===== config.mk =====
export PLATFORM = sky130hd
export DESIGN_NAME = weight_stream_reader_flat
export DESIGN_NICKNAME = d
export VERILOG_FILES = /design/src/rtl/weight_stream_reader_if.sv /design/src/rtl/weight_stream_reader.sv /design/src/flat_wrapper.sv
export SDC_FILE = /design/constraint.sdc
export NUM_CORES = 1
export LEC_CHECK = 0
export BUFFER_PORTS_ARGS = -buffer_cell sky130_fd_sc_hd__buf_2
export CAP_MARGIN = 20
export CORE_UTILIZATION = 59
export DETAILED_ROUTE_END_ITERATION = 8
export PLACE_DENSITY = 0.84
export SYNTH_ARGS = -nofsm -noshare
export SYNTH_HDL_FRONTEND = slang
export SYNTH_SLANG_ARGS = --single-unit

===== constraint.sdc =====
create_clock -name clk -period 5 [get_ports clk]
set_clock_uncertainty 0.2 [all_clocks]
set_input_delay 0.5 -clock clk [delete_from_list [all_inputs] [get_ports clk]]
set_output_delay 0.5 -clock clk [all_outputs]
set_load 0.01 [all_outputs]

===== src/rtl/weight_stream_reader_if.sv =====
// Bundles the weight ROM read port and the weight stream handshake
// of the reader into one interface.
interface weight_stream_reader_if #(
  parameter int AW = 5,
  parameter int DW = 16
);
  // weight ROM read port
  logic          mem_ren;
  logic [AW-1:0] mem_radd;
  logic [DW-1:0] mem_wout;
  // weight stream towards the MAC datapath
  logic          w_valid;
  logic          w_ready;
  logic [DW-1:0] w_data;
  logic [AW-1:0] w_idx;
  logic          w_last;

  // reader side: drives the ROM address and the weight stream
  modport master (
    output mem_ren, mem_radd, w_valid, w_data, w_idx, w_last,
    input  mem_wout, w_ready
  );

  // ROM plus MAC side
  modport slave (
    input  mem_ren, mem_radd, w_valid, w_data, w_idx, w_last,
    output mem_wout, w_ready
  );
endinterface


===== src/rtl/weight_stream_reader.sv =====
// Weight ROM read sequencer. On start it reads addresses 0..numWeight-1
// from a ROM with a one-cycle read latency. Each returned word goes into a
// 2-entry buffer, and the buffer feeds the MAC over valid/ready.
// A read is issued only when its word is certain to find a free slot, so
// backpressure of any length loses nothing and needs no extra storage.
module weight_stream_reader #(
  parameter int numWeight    = 30,
  parameter int addressWidth = $clog2(numWeight),
  parameter int dataWidth    = 16
) (
  input  logic clk,
  input  logic rst_n,
  input  logic start,
  output logic busy,
  output logic done,
  weight_stream_reader_if.master bus
);

  localparam int AW = addressWidth;
  localparam int DW = dataWidth;
  localparam logic [AW-1:0] LAST = AW'(numWeight - 1);

  typedef enum logic [1:0] {S_IDLE, S_FETCH, S_DRAIN} state_e;

  state_e                 state_q, state_d;
  logic [AW-1:0]          ptr_q, ptr_d;
  logic                   done_q, done_d;
  logic                   inflight_q;
  logic [AW-1:0]          infl_addr_q;
  logic [1:0]             cnt_q, cnt_d;
  logic                   wr_q, rd_q;
  logic [1:0][DW-1:0]     buf_data_q;
  logic [1:0][AW-1:0]     buf_idx_q;

  logic                   valid;
  logic                   pop;
  logic                   push;
  logic                   issue;
  logic                   head_last;
  logic [2:0]             occ;

  assign valid     = (cnt_q != 2'd0);
  assign pop       = valid & bus.w_ready;
  assign push      = inflight_q;
  assign head_last = (buf_idx_q[rd_q] == LAST);

  // Slots already claimed: words held in the buffer plus the word coming
  // back from the ROM this cycle. A pop in this cycle frees one slot.
  assign occ   = {1'b0, cnt_q} + {2'b00, inflight_q};
  assign issue = (state_q == S_FETCH) && (occ < (3'd2 + {2'b00, pop}));

  // Next-state logic: pass sequencing, read pointer and the done pulse
  always_comb begin
    state_d = state_q;
    ptr_d   = ptr_q;
    done_d  = 1'b0;
    case (state_q)
      S_IDLE: begin
        if (start) begin
          state_d = S_FETCH;
          ptr_d   = '0;
        end
      end
      S_FETCH: begin
        if (issue) begin
          // The pointer stops at the last address; there is no read past the ROM.
          if (ptr_q == LAST) state_d = S_DRAIN;
          else               ptr_d   = ptr_q + AW'(1);
        end
      end
      S_DRAIN: begin
        if (pop && head_last) begin
          state_d = S_IDLE;
          done_d  = 1'b1;
        end
      end
      default: state_d = S_IDLE;
    endcase
  end

  // Buffer occupancy after this cycle's push and pop
  always_comb begin
    cnt_d = cnt_q;
    case ({push, pop})
      2'b10:   cnt_d = cnt_q + 2'd1;
      2'b01:   cnt_d = cnt_q - 2'd1;
      default: cnt_d = cnt_q;
    endcase
  end

  // Control registers: FSM state, read pointer and done pulse
  always_ff @(posedge clk or negedge rst_n) begin
    if (!rst_n) begin
      state_q <= S_IDLE;
      ptr_q   <= '0;
      done_q  <= 1'b0;
    end else begin
      state_q <= state_d;
      ptr_q   <= ptr_d;
      done_q  <= done_d;
    end
  end

  // Track the outstanding ROM read and its address, which is needed to tag the returned word
  always_ff @(posedge clk or negedge rst_n) begin
    if (!rst_n) begin
      inflight_q  <= 1'b0;
      infl_addr_q <= '0;
    end else begin
      inflight_q <= issue;
      if (issue) infl_addr_q <= ptr_q;
    end
  end

  // Two-entry circular output buffer. Write and read pointers are 1 bit each.
  always_ff @(posedge clk or negedge rst_n) begin
    if (!rst_n) begin
      buf_data_q <= '0;
      buf_idx_q  <= '0;
      wr_q       <= 1'b0;
      rd_q       <= 1'b0;
      cnt_q      <= 2'd0;
    end else begin
      if (push) begin
        buf_data_q[wr_q] <= bus.mem_wout;
        buf_idx_q[wr_q]  <= infl_addr_q;
        wr_q             <= ~wr_q;
      end
      if (pop) rd_q <= ~rd_q;
      cnt_q <= cnt_d;
    end
  end

  assign bus.mem_ren  = issue;
  assign bus.mem_radd = ptr_q;
  assign bus.w_valid  = valid;
  assign bus.w_data   = buf_data_q[rd_q];
  assign bus.w_idx    = buf_idx_q[rd_q];
  assign bus.w_last   = valid & head_last;
  assign busy         = (state_q != S_IDLE);
  assign done         = done_q;

endmodule


===== src/flat_wrapper.sv =====
// flat-port wrapper written by rule: the top's interface ports become plain ports
module weight_stream_reader_flat 
#(
  parameter int numWeight    = 30,
  parameter int addressWidth = $clog2(numWeight),
  parameter int dataWidth    = 16
)
  (clk, rst_n, start, busy, done, bus_mem_ren, bus_mem_radd, bus_w_valid, bus_w_data, bus_w_idx, bus_w_last, bus_mem_wout, bus_w_ready);
  weight_stream_reader_if #(.AW(($clog2((30)))), .DW((16))) bus_i ();
  input  logic clk;
  input  logic rst_n;
  input  logic start;
  output logic busy;
  output logic done;
  output wire logic [$bits(bus_i.mem_ren)-1:0] bus_mem_ren;
  output wire logic [$bits(bus_i.mem_radd)-1:0] bus_mem_radd;
  output wire logic [$bits(bus_i.w_valid)-1:0] bus_w_valid;
  output wire logic [$bits(bus_i.w_data)-1:0] bus_w_data;
  output wire logic [$bits(bus_i.w_idx)-1:0] bus_w_idx;
  output wire logic [$bits(bus_i.w_last)-1:0] bus_w_last;
  input wire logic [$bits(bus_i.mem_wout)-1:0] bus_mem_wout;
  input wire logic [$bits(bus_i.w_ready)-1:0] bus_w_ready;
  assign bus_mem_ren = bus_i.mem_ren;
  assign bus_mem_radd = bus_i.mem_radd;
  assign bus_w_valid = bus_i.w_valid;
  assign bus_w_data = bus_i.w_data;
  assign bus_w_idx = bus_i.w_idx;
  assign bus_w_last = bus_i.w_last;
  assign bus_i.mem_wout = bus_mem_wout;
  assign bus_i.w_ready = bus_w_ready;
  weight_stream_reader #(.numWeight(numWeight), .addressWidth(addressWidth), .dataWidth(dataWidth)) u_core (.clk(clk), .rst_n(rst_n), .start(start), .busy(busy), .done(done), .bus(bus_i));
endmodule

## Word level (Yosys, flattened, before mapping)

Cells that the tools add are included.

- $add $sub $neg: 5
- Magnitude comparators: 4
- Equality and inequality tests: 11
- Multiplexer cells: 22
- Bitwise operators: 4
- Reductions and logical operators: 10

Operators with widths:

| cell | count |
|---|---|
| 2-to-1 mux 16 bit | 3 |
| bitwise mux 32 bit | 1 |
| 2-to-1 mux 5 bit | 6 |
| demux 16 bit (select 1 bit) | 1 |
| bitwise mux 10 bit | 1 |
| == test 5 bit, second input constant | 2 |
| one-hot mux 5 bit (2 select lines) | 1 |
| 2-to-1 mux 2 bit | 4 |
| AND reduction 4 bit | 2 |
| nonzero test 2 bit | 4 |
| != test 2 bit, second input constant | 3 |
| one-hot mux 2 bit (3 select lines) | 1 |
| adder 5 x 1 -> 5 bit, second input constant | 1 |
| demux 5 bit (select 1 bit) | 1 |
| == test 2 x 1 -> 1 bit, second input constant | 2 |
| == test 2 bit, second input constant | 2 |
| < comparator 1 x 2 -> 1 bit, second input constant | 2 |
| != test 2 x 1 -> 1 bit, second input constant | 2 |
| one-hot mux 2 bit (2 select lines) | 1 |
| adder 2 x 1 -> 3 bit | 1 |
| adder 2 x 1 -> 3 bit, first input constant | 1 |
| logical AND 1 bit | 3 |
| < comparator 3 bit | 1 |
| adder 2 x 1 -> 2 bit, second input constant | 1 |
| other kinds (6) | 9 |

- Bits in registers: 60
- Bits of input ports: 20
- Output and inout port bits: 31

## Longest topological paths before layout

Gate-level depths: netlist of the first run.

- Depth after elaboration: 7
- Mapped depth: 6
- Depth with buffers taken out: 6

## Worst setup path before layout of the first run

Ideal clock, no wire load.

- Path type: flip-flop to output port
- Start: reg u_core.cnt_q[0]
- End: out bus_mem_ren
- Data arrival time: 1,297 ps
- Required time: 4,300 ps
- Path slack: 3,003 ps
- Stages on the path, launching flop included: 6
- Cells stage by stage: dfrtp_1 > ha_1 > ha_1 > o21ai_4 > nand2_2 > inv_2

- Word-level cells in the longest chain between the ends: 5
- Elaborated cells on any way between the ends: 6

RTL lines:

| element | line | RTL |
|---|---|---|
| from (decl) | weight_stream_reader.sv:30 | `logic [1:0] cnt_q, cnt_d;` |
| from (signal assigned) | weight_stream_reader.sv:130 | `cnt_q <= cnt_d;` |
| nonzero test 2 bit | weight_stream_reader.sv:42 | `assign valid = (cnt_q != 2'd0);` |
| bitwise AND 1 bit | weight_stream_reader.sv:43 | `assign pop = valid & bus.w_ready;` |
| adder 2 x 1 -> 3 bit | weight_stream_reader.sv:50 | `assign issue = (state_q == S_FETCH) && (occ < (3'd2 + {2'b00, pop}));` |
| < comparator 3 bit * | weight_stream_reader.sv:50 |  |
| logical AND 1 bit * | weight_stream_reader.sv:50 |  |
| to (decl) | flat_wrapper.sv:15 | `output wire logic [$bits(bus_i.mem_ren)-1:0] bus_mem_ren;` |

Every way passes the cells marked *; elsewhere a longest branch is shown, timed or not.

## Worst setup path in the final report of the first run

- Start: reg u_core.rd_q
- End: out bus_w_last

- Word-level cells in the longest chain between the ends: 4

RTL lines:

| element | line | RTL |
|---|---|---|
| from (decl) | weight_stream_reader.sv:31 | `logic wr_q, rd_q;` |
| from (signal assigned) | weight_stream_reader.sv:129 | `if (pop) rd_q <= ~rd_q;` |
| 2-to-1 mux 5 bit (implied by the code) (2 in a row) | weight_stream_reader.sv:45 | `assign head_last = (buf_idx_q[rd_q] == LAST);` |
| == test 5 bit | weight_stream_reader.sv:45 |  |
| bitwise AND 1 bit | weight_stream_reader.sv:139 | `assign bus.w_last = valid & head_last;` |
| to (decl) | flat_wrapper.sv:20 | `output wire logic [$bits(bus_i.w_last)-1:0] bus_w_last;` |

No other way between the ends. The select of a mux whose other input is x is not followed.

==> summary.md, run 1 <==
| Metric | Value |
|---|---|
| Gpl congestion | about 0.72 |
| Sequential fraction of the synthesis area | 55.0% |
| Synth top cells by count | mux2_2, dfrtp_1, nor2_1 |
| Die X | 70.0 um |
| GRT Total Usage | a little under a quarter |
| Area leader, netlist | dfrtp_1 |
| # DRC | 0 |
| Final instance area | roughly 0.0033 mm2 |
| Worst reg2reg path endpoint | u_core.bus.mem_radd[0] |
| RR Startpoint | u_core.cnt_q[0] |
| Initial Util | 61.9% |
| Count leader, synth | mux2_2 |
| Fin cells | 305 |
| Starting DRT DRC Count | 94 |
| Dpl hpwl | 3160 um |
| Rel. slew slack | approximately a third |
| Routed WL | 4870 um |
| Setup crit start kind | flop |
| Minimum clock period | approximately 2700 ps |
| Clk_lat worst skew | about 330 ps |
| CTS max path bufs | 2 |
| Final period utilization | roughly 55% |
| Max Slew Vio Count | 0 |
| Wirelength per Cell | 16.0 um |
| Ys async rst share | 100% |
| Worst vdd ir | ~0.00030 V |
| R2r setup slk | around 2900 ps |
| Net count, final | 273 |
| Initial antenna violation count | 0 |
| Final setup fails | 0 |
| TritonCTS clock tree | yes |
| Seq cells post-synth | 60 |
| Yosys warning total | 0 |
| R2R cell count | 5 |
| WS Path Type | flop to primary output |
| Core area | 0.00441 mm2 |
| Hold Worst Slack | ~120 ps |
| Vias in the first global route | 1,754 |
| Critical path required time | around 4300 ps |
| Post-CTS sizing | 0 |
| EDFF count, synth | 0 |
| Worst Tran Pin Value | around 980 ps |
| Share of the synthesized area in the top cell type | between 50 and 60% |
| Area grow syn2layout | 20.8% |
| Vias per cell | approximately 5.6 |
| RSZ-0062 raised after global routing | no |
| CTS Sinks | 60 |
| Cell Area, Synth | about 0.0027 mm2 |
| Root buf cell | clkbuf_8 |
| Hold buffer count at CTS | 0 |
| Grt total ovfl | 0 |
| Share of layout cells above drive strength 1 | a little under three fifths |
| Syn avg cell area | 14.2 um2 |
| TritonCTS Buffers | 9 |
| Clock transition at path regs | about 70 ps |
| Worst setup endpoint | bus_w_last |
| Antenna Nets Post-Route | 0 |
| Yosys cell types | 34 |
| PD cells | 412 mW/mm2 |
| Die height | between 70 and 80 um |
| Area of placed instances | 0.00302 mm2 |
| Fmax | 365 MHz |
| # rows | 24 |
| First-pass GRT wire length | 8360 um |
| Ranking of synthesized cells by area | dfrtp_1, mux2_2, ha_1 |
| Critical Path AT | slightly above 2000 ps |
| Post-CTS setup buffers | 0 |
| Largest net degree at the start of global routing | a little over 60 |
| Final setup TNS | 0 ps |
| Post-synth top flop | dfrtp_1 |
| Die ar. | about 0.005 mm2 |
| Hold WC Path Type | primary input to async pin |
| DR pass1 iterations | 4 |
| Syn Inst Count | roughly 190 |
| Maxcap violations | 0 |
| Lkg Pwr | about 1.7 nW |
| Setup crit end kind | primary output |
| CP Launch Point | u_core.rd_q |
| Worst-path maximum fanout | 24 |
| Final Util | 74.7% |
| Placed Cells | roughly 290 |
| Post-Synthesis Net Count | approximately 220 |
| H-tree Lvls | 3 |
| I/O Buffers | 50 |
| Antenna cell count | 0 |
| Status | complete, no violations |
| IO Pins | 51 |
| Fin. Hold Viols | 0 |
| Vias | between 1,500 and 2,000 |
-- metrics by stage --
stage | power [mW] | worst slack, ps
after global routing | 1.42 | 2140
after floorplan | 0.723 | 3000
after CTS | 1.37 | 2230
final | 1.36 | 2260
after detailed placement | 0.797 | 2610
after global placement | 0.794 | 2620
-- power breakdown --
| part | internal, mW | total, mW | switching (mW) |
|---|---|---|---|
| Clock | 0.396 | 0.574 | 0.179 |
| Combinational | 0.129 | 0.224 | 0.0953 |
| Sequential | 0.505 | 0.562 | 0.0570 |
-- routing by layer --
| metal | global-route usage (%) | routed length [um] |
|---|---|---|
| met2 | 34.8 | 2470 |
| met3 | 5.05 | 180 |
| met1 | 30.2 | 2150 |
| met5 | 0 | 0 |
| met4 | 11.3 | 73 |
-- logic make-up (layout without fill, tap and decap cells) --
family,Yosys count,count (layout),synth area share [%]
buffers and inverters,14,75,2.20
adders and majority gates,5,5,2.29
AOI/OAI and AO/OA,11,11,4.63
xor gates and xnor gates,5,5,1.60
and+or+nand+nor,27,27,5.50
DFF,60,60,55.0
muxes,70,70,28.8
-- worst max-delay path: stages (launching register included) --
cell	delay, ps
dfrtp_1	740
or2_2	470
o22a_1	260
nor2_1	100
buf_2	130
-- how the worst min path moves through the flow --
stage / slack, ps / start / cells after the start / endpoint
floorplan: 4 / rst_n / 0 / u_core.buf_data_q[0]
global placement: 280 / u_core.buf_data_q[26] / 1 / u_core.buf_data_q[26]
detailed placement: 290 / u_core.buf_data_q[28] / 1 / u_core.buf_data_q[28]
CTS: 140 / rst_n / 2 / u_core.rd_q
global route: 200 / rst_n / 2 / u_core.rd_q
finish: 120 / rst_n / 2 / u_core.buf_data_q[11]
-- registers in the layout (all words and copies together), names as in the netlist --
| name | flops |
|---|---|
| u_core.done | 1 |
| u_core.bus.mem_radd | 5 |
| u_core.wr_q | 1 |
| u_core.inflight_q | 1 |
| u_core.infl_addr_q | 5 |
| u_core.cnt_q | 2 |
| u_core.buf_data_q | 32 |
| u_core.rd_q | 1 |
| u_core.state_q | 2 |
| u_core.buf_idx_q | 10 |
-- cell type report --
type	instances	area [um2]
Fill cell	278	1110
Inverter	7	26.3
Multi-Input combinational cell	118	1170
Timing Repair Buffer	52	269
Tap cell	52	65.1
Sequential cell	60	1500
Clock buffer	12	145
Clock inverter	4	120
-- cell usage in the layout, fill, tap and decap left out, types with 2 or more instances in the layout --
cell and n:
clkbuf_8 10, bufinv_16 4, nand4_1 2, a221o_1 2
nand3_1 2, nand2b_1 2, xnor2_1 3, buf_2 50
nand2_1 3, dfrtp_1 60, ha_1 5, xor2_1 2
nor2_1 7, clkbuf_1 2, and3_1 2, inv_1 6
mux2_2 68, o21ai_4 2
No activity file was read; power rests on OpenSTA's default activity.
==> run 2: changes to the inputs <==
Settings changed: ABC_AREA set to 1, CORE_UTILIZATION 59 to 55, PLACE_DENSITY 0.84 to 0.79.
Clock period 5 ns to 2.73 ns, I/O delays scaled along.
==> run 2 against run 1 <==
Final area increased by 3.6%. Routed wire length grew 15%. Non-clock buffer count rose by 11. Highest routed layer unchanged.
==> summary.md, run 2 <==
| Metric | Value |
|---|---|
| Antenna cell count | 0 |
| Area leader, netlist | dfrtp_1 |
| Yosys warning total | 0 |
| Lkg Pwr | about 1.9 nW |
| Setup crit end kind | primary output |
| # rows | 25 |
| Yosys cell types | 27 |
| Final setup TNS | 0 ps |
| Fin. Hold Viols | 0 |
| Largest net degree at the start of global routing | 44 |
| Max Slew Vio Count | 0 |
| IO Pins | 51 |
| Routed WL | ~5600 um |
| Dpl hpwl | roughly 3700 um |
| Synth top cells by count | nand2_1, dfrtp_1, inv_1, o21ai_0, o21ai_1 |
| Root buf cell | clkbuf_8 |
| Starting DRT DRC Count | 109 |
| # fillers | a little under 400 |
| Seq cells post-synth | 60 |
| Vias in the first global route | ~2,100 |
| Area grow syn2layout | 20.1% |
| Critical hold path startpoint | bus_mem_wout[15] |
| Final period utilization | a little under nine tenths |
| Post-Synth Adder-Cell Area | 2.20% |
| Post-Synthesis Net Count | roughly 360 |
| R2R cell count | 8 |
| Die height | between 70 and 80 um |
| Synth Area in Compound Gates | a little over a tenth |
| DR pass1 iterations | 4 |
| Min-Delay Endpoint | u_core.buf_data_q[31] |
| Post-synth top flop | dfrtp_1 |
| Clk_lat worst skew | about 330 ps |
| Minimum clock period | 2350 ps |
| Antenna Nets Post-Route | 0 |
| Share of the synthesized area in the top cell type | ~53% |
| Critical Path AT | 1880 ps |
| Cell Area, Synth | between 0.002 and 0.003 mm2 |
| Ranking of synthesized cells by area | dfrtp_1, nand2_1, o21ai_0 |
| Critical path required time | 2260 ps |
| XOR/XNOR share of the synthesized area | under 10% |
| Largest Register | u_core.buf_data_q |
| Biggest regs | u_core.buf_data_q x32, u_core.buf_idx_q x10 |
| Vias per cell | ~4.9 |
| Sequential fraction of the synthesis area | 52.8% |
| Initial antenna violation count | 0 |
| Gpl congestion | 0.793 |
| Worst Tran Pin Value | about 660 ps |
| Maxcap violations | 0 |
| CTS max path bufs | 2 |
| Most frequent CP cell | ha_1 |
| I/O Buffers | 50 |
| Hold WC Path Type | primary input to flop |
| Wirelength per Cell | about 12 um |
| Die X | roughly 74 um |
| Count leader, synth | nand2_1 |
| Die ar. | around 0.0055 mm2 |
| Final setup fails | 0 |
| Ys async rst share | 100% |
| Initial Util | between 50% and 60% |
| Placed Cells | ~450 |
| Largest family of logic cells by synthesized area | simple AND/OR/NAND/NOR gates |
| TritonCTS clock tree | yes |
| Commonest non-fill, non-tap cell in the layout | nand2_1 |
| Simple-Gate Fraction of Synth Area | roughly a quarter |
| Vias | roughly 2,300 |
| H-tree Lvls | 3 |
| Grt total ovfl | 0 |
| Fmax | approximately 430 MHz |
| Post-synthesis mux area share | 0% |
| Net count, final | approximately 420 |
| Worst hold path cell count | 3 |
| EDFF count, synth | 0 |
| # DRC | 0 |
| Rel. slew slack | a little under three fifths |
| Worst path max stage delay | around 460 ps |
| Worst reg2reg path endpoint | u_core.bus.mem_radd[4] |
| Worst vdd ir | 0.000873 V |
| CTS Sinks | 60 |
| Worst-path maximum fanout | 12 |
| Fin cells | 468 |
| Most frequent cells in the layout | nand2_1, dfrtp_1, buf_2 |
| TritonCTS Buffers | 9 |
| Setup crit start kind | flop |
| First-pass GRT wire length | 9490 um |
| Syn Inst Count | ~340 |
| R2r setup slk | just over 900 ps |
| Share of layout cells above drive strength 1 | a little under a quarter |
| Clock transition at path regs | 70 ps |
| Status | complete, no violations |
| WS Path Type | flop to primary output |
| Worst-path cell chain | ha_1 > ha_1 > nand2_2 > nand2_4 > nor2_8 > buf_2 |
| Core area | 0.00485 mm2 |
| Number of flip-flops under the largest register name | 32 |
| Syn avg cell area | around 8.4 um2 |
| Post-CTS setup buffers | 0 |
| RSZ-0062 raised after global routing | no |
| GRT Total Usage | approximately a quarter |
| PD cells | 1220 mW/mm2 |
| RR Startpoint | u_core.cnt_q[0] |
| Critical path's slowest cell | dfrtp_1 |
| CP Launch Point | u_core.cnt_q[0] |
-- run 2: changes by cell type in the layout (fill, tap and decap cells not counted), sizes merged, moves of 5 or more --
cell,previous run,this run
nand2,4,132
o21ai,3,53
mux2,69,0
dlygate4sd3,0,8
nand4,2,7
inv,7,41
-- run 2: how the worst max path moves through the flow --
| stage | to | slack [ps] |
|---|---|---|
| floorplan | bus_mem_ren | 970 |
| global placement | bus_mem_ren | 790 |
| detailed placement | bus_mem_ren | 750 |
| CTS | bus_mem_ren | 360 |
| global route | bus_w_last | 250 |
| finish | bus_mem_ren | 380 |
-- run 2: kinds of logic after synthesis --
| logic type | after synthesis |
|---|---|
| AO/OA/AOI/OAI | 56 |
| XOR/XNOR | 4 |
| buffers and inverters | 56 |
| flip-flops | 60 |
| adder cells (fa/ha/maj) | 5 |
| AND/OR/NAND/NOR | 157 |
-- run 2: cell type report --
class	instances	area, um2	share of cell area (%)
Sequential cell	60	1500	43.9
Multi-Input combinational cell	222	1090	31.8
Timing Repair Buffer	63	368	10.8
Inverter	41	154	4.50
Clock buffer	11	151	4.43
Tap cell	67	83.8	2.45
Clock inverter	4	72.6	2.12
-- run 2: layer usage --
metal,wire (um),share of wire (%),GRT usage [%]
met5,0,0,0
met4,46,0.82,9.62
met3,217,3.9,5.76
met2,2610,47,35.6
met1,2730,49,32.6
-- run 2: report_power, final --
| group | internal (mW) | switching [mW] | total, mW |
|---|---|---|---|
| combinational | 0.655 | 1.10 | 1.75 |
| clock | 0.557 | 0.331 | 0.888 |
| sequential | 1.28 | 0.259 | 1.54 |
-- run 2: timing repair --
item | 4_1_cts | 5_1_grt
gates resized for setup | 0 | 0
endpoints found under the setup margin | 0 | 0
endpoints found under the hold margin | 35 | 0
hold buffers | 8 | 0
-- run 2: worst max-delay path, delay by kind of cell, from the launching register on --
family | cells | cell delay, ps
AND/OR/NAND/NOR | 3 | 380
flip-flops | 1 | 460
buffers and inverters | 1 | 180
adder cells (fa/ha/maj) | 2 | 530
-- run 2: per-stage QoR --
step	setup WS [ps]	utilization, %	power [mW]	hold slack [ps]	cell area [um2]
final	380	70.5	4.17	14.9	3420
after global routing	249	70.5	4.53	8.08	3420
after CTS	358	70.5	4.22	0.483	3420
after detailed placement	755	64.2	3.29	139	3110
after global placement	793	64.2	3.23	132	3110
after floorplan	969	-	2.82	-223	2850
